--- config.mk ---
export PLATFORM = sky130hd
export DESIGN_NAME = edib_status_regbank
export DESIGN_NICKNAME = d
export VERILOG_FILES = /design/src/rtl/edib_pkg.sv /design/src/rtl/edib_edge_sync.sv /design/src/rtl/edib_status_regbank.sv
export SDC_FILE = /design/constraint.sdc
export NUM_CORES = 1
export LEC_CHECK = 0
export CAP_MARGIN = 20
export CORE_MARGIN = 2
export CORE_UTILIZATION = 53
export CTS_CLUSTER_DIAMETER = 150
export CTS_CLUSTER_SIZE = 10
export DETAILED_ROUTE_END_ITERATION = 16
export PLACE_DENSITY = 0.86
export SLEW_MARGIN = 20
export SYNTH_ARGS = -nofsm -noshare
export SYNTH_HDL_FRONTEND = slang
export SYNTH_HIERARCHICAL = 1
export SYNTH_SLANG_ARGS = --single-unit
--- constraint.sdc ---
create_clock -name dsp_clkout -period 4.43 [get_ports dsp_clkout]
set_input_delay 0.443 -clock dsp_clkout [delete_from_list [all_inputs] [get_ports dsp_clkout]]
set_output_delay 0.443 -clock dsp_clkout [all_outputs]
set_load 0.05 [all_outputs]
--- src/rtl/edib_pkg.sv ---
// Shared constants, types and helpers for the EDIB status register bank.
package edib_pkg;

    // Widest data bus the constants below are sized for; users slice [DW-1:0].
    localparam int MAX_DW = 64;

    localparam logic [MAX_DW-1:0] ALL_ONES  = '1;
    localparam logic [MAX_DW-1:0] ALL_ZEROS = '0;

    // Pending flags always start at bit 0 of the status word.
    localparam int PEND_LSB = 0;

    // Which strobe transition an edge detector reports.
    typedef enum logic {
        EDGE_RISE = 1'b0,
        EDGE_FALL = 1'b1
    } edge_e;

    // Overflow field sits directly above the pending field.
    function automatic int ovf_lsb(input int nch);
        return PEND_LSB + nch;
    endfunction

    // Overflow field is only present when it cannot collide with rx_new.
    function automatic bit ovf_fits(input int nch, input int dw);
        return (2 * nch) <= (dw - 1);
    endfunction

    // rx_new always occupies the top bit of the status word.
    function automatic int rx_new_pos(input int dw);
        return dw - 1;
    endfunction

endpackage

--- src/rtl/edib_edge_sync.sv ---
// Multi-flop synchroniser for an asynchronous strobe followed by a one-flop
// edge detector producing a single-cycle pulse on the selected transition.
module edib_edge_sync
    import edib_pkg::*;
#(
    parameter int    SYNC_STAGES = 2,
    parameter logic  RST_VAL     = 1'b0,
    parameter edge_e EDGE        = EDGE_FALL
) (
    input  logic clk,
    input  logic reset,
    input  logic async_in,
    output logic pulse
);

    logic [SYNC_STAGES-1:0] sync_q, sync_d;
    logic                   prev_q, prev_d;

    // Shift the strobe through the synchroniser; remember the last synced value.
    always_comb begin
        sync_d = {sync_q[SYNC_STAGES-2:0], async_in};
        prev_d = sync_q[SYNC_STAGES-1];
    end

    // Reset to the strobe's idle level so release never looks like an edge.
    always_ff @(posedge clk) begin
        if (reset) begin
            sync_q <= {SYNC_STAGES{RST_VAL}};
            prev_q <= RST_VAL;
        end else begin
            sync_q <= sync_d;
            prev_q <= prev_d;
        end
    end

    assign pulse = (EDGE == EDGE_FALL) ? (prev_q & ~sync_q[SYNC_STAGES-1])
                                       : (~prev_q & sync_q[SYNC_STAGES-1]);

endmodule

--- src/rtl/edib_status_regbank.sv ---
// EDIB done-flag / receive register bank: per-channel pending and overflow
// flags, a receive capture register with new-data flag, an aggregate
// active-low interrupt and a registered, priority-selected DSP read buffer.
module edib_status_regbank
    import edib_pkg::*;
#(
    parameter int NCH         = 4,
    parameter int DW          = 16,
    parameter int SYNC_STAGES = 2
) (
    input  logic          dsp_clkout,
    input  logic          reset,
    input  logic [NCH-1:0] done_evt,
    input  logic [NCH-1:0] clr_req,
    input  logic [DW-1:0] rcvd_data,
    input  logic          rx_valid,
    input  logic          rx_hold,
    input  logic [NCH-1:0] sel_flag,
    input  logic          sel_rcv,
    input  logic          sel_stat,
    input  logic          rdh_wrl,
    output logic [DW-1:0] dsp_data_out,
    output logic          dsp_data_oe,
    output logic          irq_n
);

    logic [NCH-1:0] fall_pulse, rise_pulse;
    logic [NCH-1:0] pend_q, pend_d, ovf_q, ovf_d;
    logic [DW-1:0]  rcv_q, rcv_d, dbuf_q, dbuf_d, stat_word;
    logic           rx_new_q, rx_new_d, irq_n_q, irq_n_d;

    // Done strobes idle low (falling edge = done); clear strobes idle high.
    for (genvar g = 0; g < NCH; g++) begin : g_ch
        edib_edge_sync #(
            .SYNC_STAGES(SYNC_STAGES),
            .RST_VAL    (1'b0),
            .EDGE       (EDGE_FALL)
        ) u_done_sync (
            .clk     (dsp_clkout),
            .reset   (reset),
            .async_in(done_evt[g]),
            .pulse   (fall_pulse[g])
        );
        edib_edge_sync #(
            .SYNC_STAGES(SYNC_STAGES),
            .RST_VAL    (1'b1),
            .EDGE       (EDGE_RISE)
        ) u_clr_sync (
            .clk     (dsp_clkout),
            .reset   (reset),
            .async_in(clr_req[g]),
            .pulse   (rise_pulse[g])
        );
    end

    // Flag update: a done event beats a coincident clear so no event is lost.
    always_comb begin
        pend_d  = (pend_q & ~rise_pulse) | fall_pulse;
        ovf_d   = (ovf_q & ~(rise_pulse & ~fall_pulse)) | (fall_pulse & pend_q);
        irq_n_d = ~|pend_q;
    end

    // Receive capture; a load coincident with a buffer capture keeps rx_new set.
    always_comb begin
        rcv_d    = rcv_q;
        rx_new_d = rx_new_q & ~sel_rcv;
        if (rx_valid && !rx_hold) begin
            rcv_d    = rcvd_data;
            rx_new_d = 1'b1;
        end
    end

    // Status word assembly: pend low, ovf above it when it fits, rx_new on top.
    always_comb begin
        stat_word = '0;
        for (int i = 0; i < NCH; i++) begin
            if (PEND_LSB + i < DW - 1) stat_word[PEND_LSB + i] = pend_q[i];
        end
        if (ovf_fits(NCH, DW)) begin
            for (int i = 0; i < NCH; i++) begin
                stat_word[ovf_lsb(NCH) + i] = ovf_q[i];
            end
        end
        stat_word[rx_new_pos(DW)] = rx_new_q;
    end

    // Read buffer source: receive > lowest selected flag word > status > hold.
    always_comb begin
        dbuf_d = dbuf_q;
        if (sel_rcv) begin
            dbuf_d = rcv_q;
        end else if (|sel_flag) begin
            for (int i = NCH - 1; i >= 0; i--) begin
                if (sel_flag[i]) dbuf_d = pend_q[i] ? ALL_ZEROS[DW-1:0] : ALL_ONES[DW-1:0];
            end
        end else if (sel_stat) begin
            dbuf_d = stat_word;
        end
    end

    // State registers with synchronous reset.
    always_ff @(posedge dsp_clkout) begin
        if (reset) begin
            pend_q   <= '0;
            ovf_q    <= '0;
            rcv_q    <= '0;
            rx_new_q <= 1'b0;
            dbuf_q   <= '0;
            irq_n_q  <= 1'b1;
        end else begin
            pend_q   <= pend_d;
            ovf_q    <= ovf_d;
            rcv_q    <= rcv_d;
            rx_new_q <= rx_new_d;
            dbuf_q   <= dbuf_d;
            irq_n_q  <= irq_n_d;
        end
    end

    assign dsp_data_out = dbuf_q;
    assign irq_n        = irq_n_q;
    assign dsp_data_oe  = rdh_wrl & (sel_rcv | (|sel_flag) | sel_stat);

endmodule
==> metrics.log, run 1 <==
[metrics] cells resized by post-CTS repair: 0
[metrics] met1 wire length: 2010 um
[metrics] total area of multi-input combinational cells: 911 sq um
[metrics] Post-Syn Nets: slightly below 300
[metrics] cell mode on critical path: sky130_fd_sc_hd__clkdlybuf4s50_1
[metrics] proportion of synthesized flip-flops having asynchronous set or reset: 0
[metrics] Placeable Area: 0.00435 sq mm
[metrics] clock tree skew after final layout: 0.00625 ns
[metrics] Ant. Diodes: 0
[metrics] most frequent cell after synthesis: sky130_fd_sc_hd__dfxtp_1
[metrics] Longest Clk Path Bufs: 2
[metrics] Tightest Pin Transition: 1.02 ns
[metrics] met3 wire len: about 240 um
[metrics] Root Driver: sky130_fd_sc_hd__clkbuf_8
[metrics] Net count, final: ~340
[metrics] fraction of the cycle the final worst path needs: 0.744
[metrics] synth cell count leaders: sky130_fd_sc_hd__dfxtp_1 (66), sky130_fd_sc_hd__a21oi_1 (50), sky130_fd_sc_hd__nand2_1 (37), sky130_fd_sc_hd__inv_1 (22), sky130_fd_sc_hd__nor2b_1 (17)
[metrics] Avg Synthesized Cell Area: slightly above 9 sq um
[metrics] cell-by-cell listing of the critical path: clkdlybuf4s50_1 -> or4_4 -> or3_4 -> and2_2 -> clkdlybuf4s50_1
[metrics] buffers plus inverters on the worst setup path: 2
[metrics] main combinational cell family by area after synthesis: simple AND/OR/NAND/NOR gates
[metrics] setup slack, reg-to-reg: 2.89 ns
[metrics] number of clock sinks: 66
[metrics] setup repair after global routing missed its margin: no
[metrics] Port Buffer Count: 52
[metrics] Hold Crit Endpoint: g_ch[0].u_clr_sync/sync_q[1]
[metrics] part of the power in combinational logic: 0.114
[metrics] half-perimeter wire length of the detailed placement result: 3050 um
[metrics] Num CTS Buffers: 9
[metrics] FMAX: 0.303 GHz
[metrics] maximum number of pins on one net before global-route repair: 67
[metrics] CP endpoint kind: output port
[metrics] result of the run: finished, final reports clean
[metrics] switching power of the nets: 0.000321 W
[metrics] Hold Crit Depth: 1
[metrics] Boundary Pins: 53
[metrics] clock transition at the register clock pins on the worst setup and hold paths after CTS: about 0.060 ns
[metrics] final core utilization: 0.715
[metrics] switching portion of total power: 0.240
[metrics] startpoint of the worst setup timing path: sel_flag[1]
[metrics] capture point of the worst reg-to-reg path: dsp_data_out[0]
[metrics] die height: 71.1 um
[metrics] full die area: 0.00505 sq mm
[metrics] distinct cell type count of the synthesized netlist: 27
[metrics] required time worst endpoint: 3.99 ns
[metrics] number of vias after detailed routing: 1,886
[metrics] clock tree from TritonCTS: yes
[metrics] Total Routed Length: ~4700 um
[metrics] violation count after the first detailed-routing iteration: 159
[metrics] uppermost layer routed: met4
[metrics] clock network latency to the later pin of the worst-skew pair: 0.35 ns
[metrics] netlist area before placement: 0.00239 sq mm
[metrics] average wire per standard cell: around 13 um
[metrics] fraction of the mapped netlist area in compound gates: 0.190
[metrics] final hold violation count: 0
[metrics] relative contribution of sequential cells to total power: 0.475
[metrics] max-slew violations: 0
[metrics] GPL Wtd Cong: 0.773
[metrics] Reg area: 0.00132 sq mm
[metrics] data arrival time of the worst path: 2.85 ns
[metrics] wire length of the first global-routing pass: roughly 7800 um
[metrics] maximum vdd ir drop: 0.249 mV
[metrics] Pleak: approximately 1.1 nW
[metrics] P_int: 0.00102 W
[metrics] startpoint type of the worst setup path: input port
[metrics] part of the power in the clock network: 0.411
[metrics] synthesized instance count: 260
[metrics] layout cells sized above 1: 0.0863
[metrics] number of DRC violations after detailed routing: 0
[metrics] worst slew margin relative to its limit: 0.323
[metrics] fraction of the mapped netlist area in simple logic gates: 0.191
[metrics] Setup CP Type: in -> out
[metrics] post-route total power: 0.00134 W
[metrics] final setup fails: 0
[metrics] count of flip-flops with a built-in enable after synthesis: 0
[metrics] share of synthesized area occupied by flip-flops and latches: 0.554
[metrics] number of fill cells in the layout: 343
[metrics] first-pass detailed-route iteration total: 4
[metrics] area overhead of the layout relative to synthesis: 30.5%
[metrics] accumulated negative setup slack: 0 ns
[metrics] number of nets still failing antenna checks after routing: 0
[metrics] buffer count from post-CTS setup fixing: 0
[metrics] fraction of synthesized cell area in xor and xnor cells: 0
[metrics] Yosys warning count: 6
[metrics] worst-path cell with the longest stage delay: sky130_fd_sc_hd__clkdlybuf4s50_1
[metrics] ratio of total power to cell area: 430 mW/mm^2
[metrics] maximum cell stage delay along the critical path: between 0.6 and 0.7 ns
[metrics] H-tree depth reported by CTS: 3
[metrics] R2R Path Start: pend_q[3]
[metrics] initial antenna violation count: 0
[metrics] hold buffer count at CTS: 0
[metrics] count of standard-cell rows: 24
[metrics] shortest period the worst path allows: about 3.3 ns
[metrics] die extent in x: 71.1 um
[metrics] HP Class: reg -> reg
[metrics] largest cells by area after synthesis: sky130_fd_sc_hd__dfxtp_1 (55%), sky130_fd_sc_hd__a21oi_1 (10%), sky130_fd_sc_hd__nand2_1 (5.8%)
[metrics] area share of the largest cell type after synthesis: 0.554
[metrics] path depth of the worst reg2reg path: 4
[metrics] post-synthesis sequential element count: between 60 and 70
[metrics] share of cell area taken by muxes after synthesis: 0
[metrics] Tot GR Track Use: 0.203
[metrics] Adder-Cell Fraction of Synth Area: 0
[metrics] max-cap viol count: 0
[metrics] Avg Vias per Cell: 5.17
[metrics] dominant delay contributor by cell family on the critical path: simple AND/OR/NAND/NOR gates
[metrics] post-synth top area cell: sky130_fd_sc_hd__dfxtp_1
[metrics] launch point of the worst hold path: g_ch[0].u_clr_sync/sync_q[0]
[metrics] Starting Density: 0.548
[metrics] maximum fanout along the worst path: 11
[metrics] met2 wire len: ~2300 um
[metrics] number of global-route vias before repair: 1,843
[metrics] total grt overflow: 0
[metrics] Top FF cell, synth: sky130_fd_sc_hd__dfxtp_1
## layer usage
layer,vias to the layer above,GRT usage
met5,-,0
met1,867,0.225
met2,42,0.334
li1,964,-
met4,0,0.140
met3,13,0.0570
## worst max-delay path by stage
stage,endpoint,slack [ns],cells after the start
after floorplan,dsp_data_oe,2.26,4
after global placement,dsp_data_oe,1.16,5
after detailed placement,dsp_data_oe,1.13,5
after CTS,dsp_data_oe,1.13,5
after global routing,dsp_data_oe,1.06,5
final,dsp_data_oe,1.13,5
## power by group through the flow
stage | Sequential, W | Clock, W | Combinational (W)
4_1_cts | 0.000636 | 0.000556 | 0.000154
2_1_floorplan | 0.000684 | 0 | 0.0000520
3_3_place_gp | 0.000648 | 0 | 0.000150
3_5_place_dp | 0.000649 | 0 | 0.000152
6_report | 0.000636 | 0.000550 | 0.000153
5_1_grt | 0.000638 | 0.000581 | 0.000164
## cells in the final DEF (no fill, tap or decap)
| cell type | netlist | layout |
|---|---|---|
| sky130_fd_sc_hd__a41o_1 | 1 | 1 |
| sky130_fd_sc_hd__dfxtp_1 | 66 | 66 |
| sky130_fd_sc_hd__a22oi_1 | 6 | 6 |
| sky130_fd_sc_hd__nand3b_1 | 1 | 1 |
| sky130_fd_sc_hd__nand4b_1 | 1 | 1 |
| sky130_fd_sc_hd__buf_2 | 0 | 1 |
| sky130_fd_sc_hd__inv_1 | 22 | 22 |
| sky130_fd_sc_hd__and2b_2 | 4 | 4 |
| sky130_fd_sc_hd__o221a_2 | 1 | 1 |
| sky130_fd_sc_hd__nor3_4 | 1 | 1 |
| sky130_fd_sc_hd__and2_2 | 1 | 1 |
| sky130_fd_sc_hd__nand2b_1 | 2 | 2 |
| sky130_fd_sc_hd__or4_4 | 1 | 1 |
| sky130_fd_sc_hd__nor2_1 | 5 | 5 |
| sky130_fd_sc_hd__nor3b_1 | 1 | 1 |
| sky130_fd_sc_hd__a211oi_1 | 1 | 1 |
| sky130_fd_sc_hd__nor2b_1 | 17 | 17 |
| sky130_fd_sc_hd__nand2_1 | 37 | 37 |
| sky130_fd_sc_hd__o21ai_0 | 4 | 4 |
| sky130_fd_sc_hd__bufinv_16 | 0 | 2 |
| sky130_fd_sc_hd__o221a_1 | 8 | 8 |
| sky130_fd_sc_hd__clkbuf_8 | 0 | 10 |
| sky130_fd_sc_hd__clkinv_2 | 0 | 4 |
| sky130_fd_sc_hd__a21oi_1 | 50 | 50 |
| sky130_fd_sc_hd__clkdlybuf4s50_1 | 0 | 51 |
| sky130_fd_sc_hd__a2111o_1 | 1 | 1 |
| sky130_fd_sc_hd__a31o_2 | 1 | 1 |
| sky130_fd_sc_hd__or3_4 | 1 | 1 |
| sky130_fd_sc_hd__or2_1 | 12 | 12 |
## cell families after synthesis
group,Yosys count
AND/OR/NAND/NOR,84
AO/OA/AOI/OAI,73
flip-flops,66
buffers and inverters,37
## worst reg2reg max path, cell delays in order, from the launching register on
cell and delay [ns]:
sky130_fd_sc_hd__dfxtp_1 0.38, sky130_fd_sc_hd__nor3b_1 0.07, sky130_fd_sc_hd__a2111o_1 0.41, sky130_fd_sc_hd__a31o_2 0.29, sky130_fd_sc_hd__o221a_2 0.26
## metrics by stage
step | hold slack, ns | area, sq um | setup slack, ns | instances
final | 0.408 | 3110 | 1.13 | 365
after global routing | 0.431 | 3110 | 1.06 | 365
after CTS | 0.409 | 3110 | 1.13 | 365
after detailed placement | 0.393 | 2900 | 1.13 | 349
after global placement | 0.387 | 2900 | 1.16 | 349
after floorplan | 0.385 | 2390 | 2.26 | 260
## registers in the layout, indices dropped and copies added, names as in the netlist, 4 cells and up
register and cells:
dsp_data_out 16, pend_q 4, rcv_q 16, g_ch.u_clr_sync/sync_q 8, g_ch.u_done_sync/sync_q 8, g_ch.u_done_sync/prev_q 4, ovf_q 4, g_ch.u_clr_sync/prev_q 4
## layout make-up
class | instances | area share
clock buffer | 10 | 0.0442
clock inverter | 6 | 0.0257
inverter | 22 | 0.0265
multi-input combinational | 157 | 0.293
sequential | 66 | 0.424
tap | 52 | 0.0209
timing repair buffer | 52 | 0.166
Power figures use the tool's default switching activity.
==> run 2, diff against run 1 <==
--- a/config.mk
+++ b/config.mk
@@ -7,11 +7,11 @@
 export LEC_CHECK = 0
 export CAP_MARGIN = 20
 export CORE_MARGIN = 2
-export CORE_UTILIZATION = 53
+export CORE_UTILIZATION = 49
 export CTS_CLUSTER_DIAMETER = 150
 export CTS_CLUSTER_SIZE = 10
 export DETAILED_ROUTE_END_ITERATION = 16
-export PLACE_DENSITY = 0.86
+export PLACE_DENSITY = 0.81
 export SLEW_MARGIN = 20
 export SYNTH_ARGS = -nofsm -noshare
 export SYNTH_HDL_FRONTEND = slang
==> constraint.sdc (replaced) <==
create_clock -name dsp_clkout -period 3.2 [get_ports dsp_clkout]
set_input_delay 0.32 -clock dsp_clkout [delete_from_list [all_inputs] [get_ports dsp_clkout]]
set_output_delay 0.32 -clock dsp_clkout [all_outputs]
set_load 0.05 [all_outputs]
==> metrics.log, run 2 (synthesis results as in run 1) <==
[metrics] clock transition at the register clock pins on the worst setup and hold paths after CTS: 0.06 ns (about the same)
[metrics] count of standard-cell rows: 25 (+4.2%)
[metrics] Num CTS Buffers: 9 (unchanged)
[metrics] HP Class: reg -> reg
[metrics] maximum fanout along the worst path: 11 (unchanged)
[metrics] ratio of total power to cell area: 571 mW/mm^2 (+33%)
[metrics] maximum vdd ir drop: 0.278 mV (+12%)
[metrics] max-slew violations: 0 (unchanged)
[metrics] Tot GR Track Use: 0.184 (-0.0186)
[metrics] placement-stage cell area: 0.00292 sq mm (+0.82%)
[metrics] Placeable Area: 0.00472 sq mm (+8.5%)
[metrics] CP endpoint kind: output port
[metrics] met3 layer usage reported by global route: 0.0494 (-0.00760)
[metrics] Tightest Pin Transition: 1.06 ns (+0.0411 ns)
[metrics] result of the run: finished, final reports clean
[metrics] shortest period the worst path allows: 2.55 ns
[metrics] clock tree from TritonCTS: yes
[metrics] fraction of the cycle the final worst path needs: 0.798
[metrics] number of clock sinks: 66 (unchanged)
[metrics] met2 routing resource usage after global routing: 0.303 (-0.0318)
[metrics] startpoint type of the worst setup path: input port
[metrics] maximum number of pins on one net before global-route repair: 67 (unchanged)
[metrics] buffer count from post-CTS setup fixing: 0 (unchanged)
[metrics] average wire per standard cell: 11.8 um (-8.4%)
[metrics] final core utilization: 0.661 (-0.0538)
[metrics] Total Routed Length: 4500 um (-4.4%)
[metrics] full die area: 0.00544 sq mm (+7.7%)
[metrics] commonest non-fill, non-tap cells in the layout: sky130_fd_sc_hd__dfxtp_1 (66), sky130_fd_sc_hd__a21oi_1 (50), sky130_fd_sc_hd__clkdlybuf4s50_1 (50)
[metrics] required time worst endpoint: 2.88 ns (-1.11 ns)
[metrics] H-tree depth reported by CTS: 3 (unchanged)
[metrics] Net count, final: 344 (+0.29%)
[metrics] clock network latency to the later pin of the worst-skew pair: 0.34 ns (about the same)
[metrics] die extent in x: 73.8 um (+3.8%)
[metrics] slack of the critical path: 0.645 ns (-0.488 ns)
[metrics] wire length of the first global-routing pass: 7460 um (-4.7%)
[metrics] Ant. Diodes: 0 (unchanged)
[metrics] layout cells sized above 1: 0.0924 (+0.00609)
[metrics] initial antenna violation count: 0 (unchanged)
[metrics] cells resized by post-CTS repair: 0 (unchanged)
[metrics] number of fill cells in the layout: 407 (+19%)
[metrics] Starting Density: 0.505 (-0.0428)
[metrics] accumulated negative setup slack: 0 ns (unchanged)
[metrics] Longest Clk Path Bufs: 2 (unchanged)
[metrics] clock tree skew after final layout: 0.00592 ns (-0.000325 ns)
[metrics] worst slew margin relative to its limit: 0.296 (-0.0274)
[metrics] Avg Vias per Cell: 4.88 (-5.5%)
[metrics] half-perimeter wire length of the detailed placement result: 3050 um (+0.17%)
[metrics] first-pass detailed-route iteration total: 4 (unchanged)
[metrics] die height: 73.8 um (+3.8%)
[metrics] Setup CP Type: in -> out
[metrics] grt met1 use: 0.205 (-0.0201)
[metrics] Pleak: 1.12 nW (-0.44%)
[metrics] violation count after the first detailed-routing iteration: 81 (-49%)
[metrics] number of DRC violations after detailed routing: 0 (unchanged)
[metrics] data arrival time of the worst path: 2.23 ns (-0.62 ns)
[metrics] FMAX: 0.391 GHz
[metrics] GPL Wtd Cong: 0.770 (-0.39%)
[metrics] most common library cell in the layout ignoring fill and taps: sky130_fd_sc_hd__dfxtp_1
[metrics] Setup WS pre-CTS: 0.647 ns (-0.485 ns)
[metrics] setup repair after global routing missed its margin: no
[metrics] number of nets still failing antenna checks after routing: 0 (unchanged)
[metrics] area overhead of the layout relative to synthesis: 30.9%
[metrics] total grt overflow: 0 (unchanged)
[metrics] Port Buffer Count: 52 (unchanged)
[metrics] final setup fails: 0 (unchanged)
[metrics] number of global-route vias before repair: 1,717 (-6.8%)
[metrics] final hold violation count: 0 (unchanged)
[metrics] Root Driver: sky130_fd_sc_hd__clkbuf_8
[metrics] max-cap viol count: 0 (unchanged)
[metrics] number of vias after detailed routing: 1,860 (-1.4%)
[metrics] global routing's busiest layer: met2
[metrics] Boundary Pins: 53 (unchanged)
[metrics] hold buffer count at CTS: 0 (unchanged)
[metrics] final cell area excluding filler cells: 0.00312 sq mm (+0.32%)
## run 2: per-stage QoR
step	std cells	hold slack (ns)	total power, W
finish	381	0.407	0.00178
global route	381	0.426	0.00186
CTS	381	0.409	0.00180
detailed placement	365	0.393	0.00111
global placement	365	0.388	0.00111
floorplan	260	0.385	0.00102
## run 2: path summary, 6_finish.rpt
check                                     from                            to  slack, ns  depth (start not counted)
setup / recovery                   sel_flag[1]                   dsp_data_oe       0.65                          5
hold / removal    g_ch[2].u_clr_sync/sync_q[0]  g_ch[2].u_clr_sync/sync_q[1]       0.41                          1
setup reg to reg                     pend_q[3]               dsp_data_out[0]       1.67                          4
hold reg to reg   g_ch[2].u_clr_sync/sync_q[0]  g_ch[2].u_clr_sync/sync_q[1]       0.41                          1
## run 2: report_power, final
part	switching (W)	internal (W)	total, W
clock network	0.000296	0.000398	0.000694
registers	0.0000186	0.000861	0.000880
logic	0.000117	0.0000941	0.000211
## run 2: cell type report
cell class	instances	area, sq um	share of cell area
clock buffers	11	151	0.0485
clock inverters	5	52.6	0.0168
inverters	22	82.6	0.0264
multi-input cells	157	911	0.292
flip-flops and latches	66	1320	0.423
well taps	67	83.8	0.0268
repair buffers	53	520	0.167
## run 2: worst max-delay path, cell delays in order
cell and delay (ns):
sky130_fd_sc_hd__clkdlybuf4s50_1 0.45, sky130_fd_sc_hd__or4_4 0.64, sky130_fd_sc_hd__or3_4 0.43, sky130_fd_sc_hd__and2_2 0.21
sky130_fd_sc_hd__buf_4 0.18
## run 2: per-layer routing
metal | part of all wire | up-vias | wire length [um]
li1 | - | 962 | -
met2 | 0.48 | 45 | 2180
met1 | 0.44 | 840 | 2000
met4 | 0.024 | 0 | 106
met5 | 0 | - | 0
met3 | 0.048 | 13 | 217
